===== src/rtl/quad_step_ctrl.sv =====
// Quadrature encoder front end for the 16-bit up/down counter: sync + filter, step FSM, load strobe.
// Build option: define QDEC_X4_EN for x4 decoding (strobe on every legal edge); default is x1.
module quad_step_ctrl #(
  parameter int FILT_LEN = 4,
  parameter int WIDTH    = 16
) (
  input  logic             i_clk,
  input  logic             i_rst_n,
  input  logic             i_enc_a,
  input  logic             i_enc_b,
  input  logic             i_ld_req,
  input  logic [WIDTH-1:0] i_preset,
  input  logic             i_err_clr,
  output logic             o_count_enb,
  output logic             o_updn_cnt,
  output logic             o_ld_cnt,
  output logic [WIDTH-1:0] o_data_in,
  output logic             o_err
);

  localparam int CW = 4;
  localparam int IW = 5;
  localparam logic [CW-1:0] FILT_LAST = CW'(FILT_LEN - 1);
  // INIT waits FILT_LEN+2 stable samples so the synchronizers are flushed before adoption
  localparam logic [IW-1:0] INIT_LAST = IW'(FILT_LEN + 1);

  typedef enum logic {S_INIT, S_TRACK} state_t;

  logic [1:0] w_raw;
  logic [1:0] w_filt;
  logic [1:0] w_stable;

  assign w_raw = {i_enc_a, i_enc_b};

  generate
    for (genvar gi = 0; gi < 2; gi++) begin : g_phase
      logic          r_sync1;
      logic          r_sync2;
      logic          r_filt;
      logic [CW-1:0] r_cnt;

      always_ff @(posedge i_clk or negedge i_rst_n) begin
        if (!i_rst_n) begin
          r_sync1 <= 1'b0;
          r_sync2 <= 1'b0;
          r_filt  <= 1'b0;
          r_cnt   <= '0;
        end else begin
          r_sync1 <= w_raw[gi];
          r_sync2 <= r_sync1;
          if (r_sync2 == r_filt) begin
            r_cnt <= '0;
          end else if (r_cnt == FILT_LAST) begin
            r_filt <= r_sync2;
            r_cnt  <= '0;
          end else begin
            r_cnt <= r_cnt + 1'b1;
          end
        end
      end

      assign w_filt[gi]   = r_filt;
      assign w_stable[gi] = (r_sync2 == r_filt);
    end
  endgenerate

  state_t        r_state;
  state_t        w_state_next;
  logic [1:0]    r_ref;
  logic [IW-1:0] r_init_cnt;
  logic          r_count_enb;
  logic          r_updn_cnt;
  logic          r_ld_cnt;
  logic [WIDTH-1:0] r_data_in;
  logic          r_err;

  logic       w_adopt;
  logic       w_ref_load;
  logic       w_step;
  logic       w_up;
  logic       w_illegal;
  logic [1:0] w_diff;
  logic [1:0] w_fwd_next;

  always_ff @(posedge i_clk or negedge i_rst_n) begin
    if (!i_rst_n) begin
      r_state <= S_INIT;
    end else begin
      r_state <= w_state_next;
    end
  end

  always_comb begin
    w_state_next = r_state;
    case (r_state)
      S_INIT:  if (w_adopt) w_state_next = S_TRACK;
      S_TRACK: w_state_next = S_TRACK;
      default: w_state_next = S_INIT;
    endcase
  end

  always_comb begin
    w_adopt    = 1'b0;
    w_ref_load = 1'b0;
    w_step     = 1'b0;
    w_up       = 1'b0;
    w_illegal  = 1'b0;
    w_diff     = w_filt ^ r_ref;
    case (r_ref)
      2'b00:   w_fwd_next = 2'b01;
      2'b01:   w_fwd_next = 2'b11;
      2'b11:   w_fwd_next = 2'b10;
      default: w_fwd_next = 2'b00;
    endcase
    case (r_state)
      S_INIT: begin
        w_adopt    = (&w_stable) && (r_init_cnt == INIT_LAST);
        w_ref_load = w_adopt;
      end
      S_TRACK: begin
        if (w_diff != 2'b00) begin
          w_ref_load = 1'b1;
          if (w_diff == 2'b11) begin
            w_illegal = 1'b1;
          end else begin
            w_up = (w_filt == w_fwd_next);
`ifdef QDEC_X4_EN
            w_step = 1'b1;
`else
            w_step = ((r_ref == 2'b10) && (w_filt == 2'b00)) ||
                     ((r_ref == 2'b00) && (w_filt == 2'b10));
`endif
          end
        end
      end
      default: ;
    endcase
  end

  always_ff @(posedge i_clk or negedge i_rst_n) begin
    if (!i_rst_n) begin
      r_ref      <= 2'b00;
      r_init_cnt <= '0;
    end else begin
      if (w_ref_load) r_ref <= w_filt;
      if (r_state != S_INIT || !(&w_stable) || w_adopt) begin
        r_init_cnt <= '0;
      end else begin
        r_init_cnt <= r_init_cnt + 1'b1;
      end
    end
  end

  // A load on the same edge as a step wins; the step is dropped but the reference still moves
  always_ff @(posedge i_clk or negedge i_rst_n) begin
    if (!i_rst_n) begin
      r_count_enb <= 1'b0;
      r_updn_cnt  <= 1'b0;
      r_ld_cnt    <= 1'b1;
      r_data_in   <= '0;
      r_err       <= 1'b0;
    end else begin
      r_count_enb <= w_step & ~i_ld_req;
      if (w_step && !i_ld_req) r_updn_cnt <= w_up;
      r_ld_cnt <= ~i_ld_req;
      if (i_ld_req) r_data_in <= i_preset;
      r_err <= w_illegal | (r_err & ~i_err_clr);
    end
  end

  assign o_count_enb = r_count_enb;
  assign o_updn_cnt  = r_updn_cnt;
  assign o_ld_cnt    = r_ld_cnt;
  assign o_data_in   = r_data_in;
  assign o_err       = r_err;

endmodule


===== config.mk =====
export PLATFORM = sky130hd
export DESIGN_NAME = quad_step_ctrl
export DESIGN_NICKNAME = d
export VERILOG_FILES = /design/src/rtl/quad_step_ctrl.sv
export SDC_FILE = /design/constraint.sdc
export NUM_CORES = 1
export LEC_CHECK = 0
export ABC_AREA = 1
export BUFFER_PORTS_ARGS = -buffer_cell sky130_fd_sc_hd__buf_2
export CAP_MARGIN = 30
export CORE_MARGIN = 2
export CORE_UTILIZATION = 47
export CTS_CLUSTER_DIAMETER = 60
export CTS_CLUSTER_SIZE = 8
export DETAILED_ROUTE_END_ITERATION = 8
export GPL_TIMING_DRIVEN = 1
export PLACE_DENSITY = 0.71
export SYNTH_ARGS = -nofsm -noshare
export SYNTH_HDL_FRONTEND = slang
export SYNTH_SLANG_ARGS = --single-unit

===== constraint.sdc =====
create_clock -name i_clk -period 1.14 [get_ports i_clk]
set_input_delay 0.114 -clock i_clk [delete_from_list [all_inputs] [get_ports i_clk]]
set_output_delay 0.114 -clock i_clk [all_outputs]
set_load 0.02 [all_outputs]

==> run metrics <==
FP Rows 22; Combinational Power Share 25.2%; min-delay src i_preset[6]; YS warnings 0; CP arrival 1.34 ns; Clock Latency Late Sink 0.30 ns; Routed WL per cell 10.7 um; Initial Utilization 48.7%; count leader, synth nand2_1; fin. max-slew vios 0; number of remaining DRC errors 0; GR Overflow Total 0; kind of start point of the critical path flop; Slew @ Worst Pin 0.291 ns; largest net degree at the start of global routing 43; sw frac about a third; cts bufs inserted 5; CTS tree built; VDD IR max 802 uV; register clock-pin slew on the reported worst setup and hold paths around 0.08 ns; Total GRT Usage around 17%; Antenna Nets Post-Route 0; DIE AREA 0.00430 sq mm; number of DRC markers in iteration 0 69; vias in the first global route 1275; Synth top area share 57.5%; routed vias/inst 4.46; DRT Pass-1 Iters 4; depth of the worst hold-timing path 3; CP max stage cell dfrtp_1; Psw 0.00133 W; sequential power share 46.5%; Final WS setup -0.00268 ns; RD Place Congestion roughly 0.77; number of diodes 0; Async S/R FF share, synth 100%; IO Port Bufs 41; r2r startpoint r_init_cnt[1]$_DFF_PN0_; DPL Wire Length 2090 um; pre-CTS WS -0.0257 ns; area of the mapped netlist 0.00178 sq mm; Leakage between 1 and 1.5 nW; r2r setup slk -0.003 ns; count of boundary I/O pins 42; final hold slack approximately 0.0088 ns; total power about 0.0042 W; Area growth syn-to-layout 29.1%; Post-synth EDFFs 0; CTS Root Cell clkbuf_8; first-pass GRT wire length roughly 5400 um; Yosys top cell by area dfrtp_1; CTS sink count 42; Vias 1275; Hold WC Path Type input port to flop; max incr delay on CP 0.39 ns; Req. time, crit path 1.33 ns; minimum clock period 1.14 ns; Post-Route WL 3060 um; WS Path Type flop to flop; outcome complete, but fails checks; crit-path max FO 5; share of post-route cells with drive strength above 1 32.4%; Final period util 100%; total negative setup slack -0.00268 ns; initial antenna violation count 0; P_int 0.00285 W; Worst setup EP type flop; ys flop type dfrtp_1; path depth of the worst reg2reg path 7; Clk network pwr share 28.3%; slew margin rel. 80.6%; Yosys reg bits 42; setup violators final 1; syn_area_per_cell about 9.9 sq um; R2R Path End r_init_cnt[1]$_DFF_PN0_; post-synthesis instance total 181; pwr/cell area 1820 mW/mm^2; Max Cap Violations 0; CTS H-tree depth 2; crit path cell chain inv_1 > ha_1 > nand2_2 > nor2_4 > nand3_4 > nand4_4 > nor2_1; Final Skew 0.00557 ns; deepest clock path buffer count 2; Yosys cell types 23; final count of hold timing violations 0; syn nets 207; top cells by count, synth 62 x nand2_1, 41 x dfrtp_1, 16 x nor2_1, 11 x nand3_1, 10 x inv_1; RSZ-0062 raised after global routing yes; width of the die 65.6 um; Placeable Area 0.00366 sq mm; hold endpoint o_data_in[6]$_DFFE_PN0P_; register area share after synthesis 59.0%; failing checks negative setup slack; final net count 263; Die Ht approximately 66 um; Area contributors post-synth dfrtp_1 58%, nand2_1 13%, nor2_1 3.4%, nand3_1 3.1%, xnor2_1 2.9%; max frequency 875 MHz
logic make-up after synthesis:
kind of cell    synth area share, %
buf+inv                        5.12
xor+xnor                       5.40
compound gates                 1.19
flops                          59.0
fa+ha+maj                      2.81
simple gates                   26.5
power groups by stage:
stage	Sequential [W]	Clock [W]	Combinational, W
final	0.00195	0.00118	0.00106
after global routing	0.00198	0.00128	0.00122
after CTS	0.00194	0.00122	0.00104
after detailed placement	0.00195	0	0.000974
after global placement	0.00194	0	0.000956
after floorplan	0.00193	0	0.000765
stage by stage:
stage	utilization, %	cells	area (sq um)
floorplan	-	181	1780
global placement	56.1	269	2050
detailed placement	56.1	269	2050
CTS	62.1	286	2270
global route	62.9	286	2300
finish	62.9	286	2300
repair_timing:
action                                  4_1_cts  5_1_grt
hold endpoints to repair                     48        0
hold buffers                                  8        0
setup buffers                                 1        0
endpoints found under the setup margin        6        8
gates resized for setup                       5        5
flip-flops by register name (all words and copies together) (netlist names):
register and flops:
o_err 1, r_init_cnt 5, r_ref 2, o_data_in 16, g_phase.r_sync2 2, g_phase.r_sync1 2
g_phase.r_filt 2, r_state 1, o_ld_cnt 1, o_updn_cnt 1, g_phase.r_cnt 8, o_count_enb 1
placed cells by master, fill, tap and decap left out, types with 3 or more instances in the layout:
cell / instances
dfrtp_1: 39
buf_2: 41
dlygate4sd3_1: 8
inv_1: 10
xnor2_1: 4
ha_1: 3
clkbuf_8: 5
nand2_2: 3
nand3_1: 10
xor2_1: 4
buf_4: 4
nand2_1: 61
nor2_1: 16
nand2_4: 5
critical path: cells and delay by family (launching register included):
kind,cells,cell delay [ns]
simple gates,5,0.45
buf+inv,1,0.06
flops,1,0.39
fa+ha+maj,1,0.14
area by class of cell:
| type | count | area (sq um) |
|---|---|---|
| inverters | 13 | 53.8 |
| fillers | 310 | 1360 |
| flip-flops and latches | 42 | 1050 |
| repair buffers | 54 | 335 |
| well taps | 48 | 60.1 |
| clock buffers | 5 | 68.8 |
| multi-input cells | 121 | 686 |
| clock inverters | 3 | 43.8 |
per-layer routing:
metal | GRT usage [%] | routed length, um
met1 | 20.9 | 1390
met2 | 27.8 | 1440
met3 | 4.62 | 167
met4 | 7.03 | 56
met5 | 0 | 0
worst max-delay path by stage:
stage | cells after the start | startpoint | endpoint
detailed placement | 6 | g_phase[0].r_filt$_DFFE_PN0P_ | r_init_cnt[4]$_DFF_PN0_
global route | 8 | r_init_cnt[1]$_DFF_PN0_ | r_ref[1]$_DFFE_PN0P_
global placement | 4 | g_phase[0].r_filt$_DFFE_PN0P_ | r_ref[1]$_DFFE_PN0P_
floorplan | 7 | r_init_cnt[1]$_DFF_PN0_ | r_init_cnt[0]$_DFF_PN0_
finish | 7 | r_init_cnt[1]$_DFF_PN0_ | r_init_cnt[1]$_DFF_PN0_
CTS | 8 | r_init_cnt[1]$_DFF_PN0_ | r_ref[1]$_DFFE_PN0P_
(Power assumes the default switching activity.)
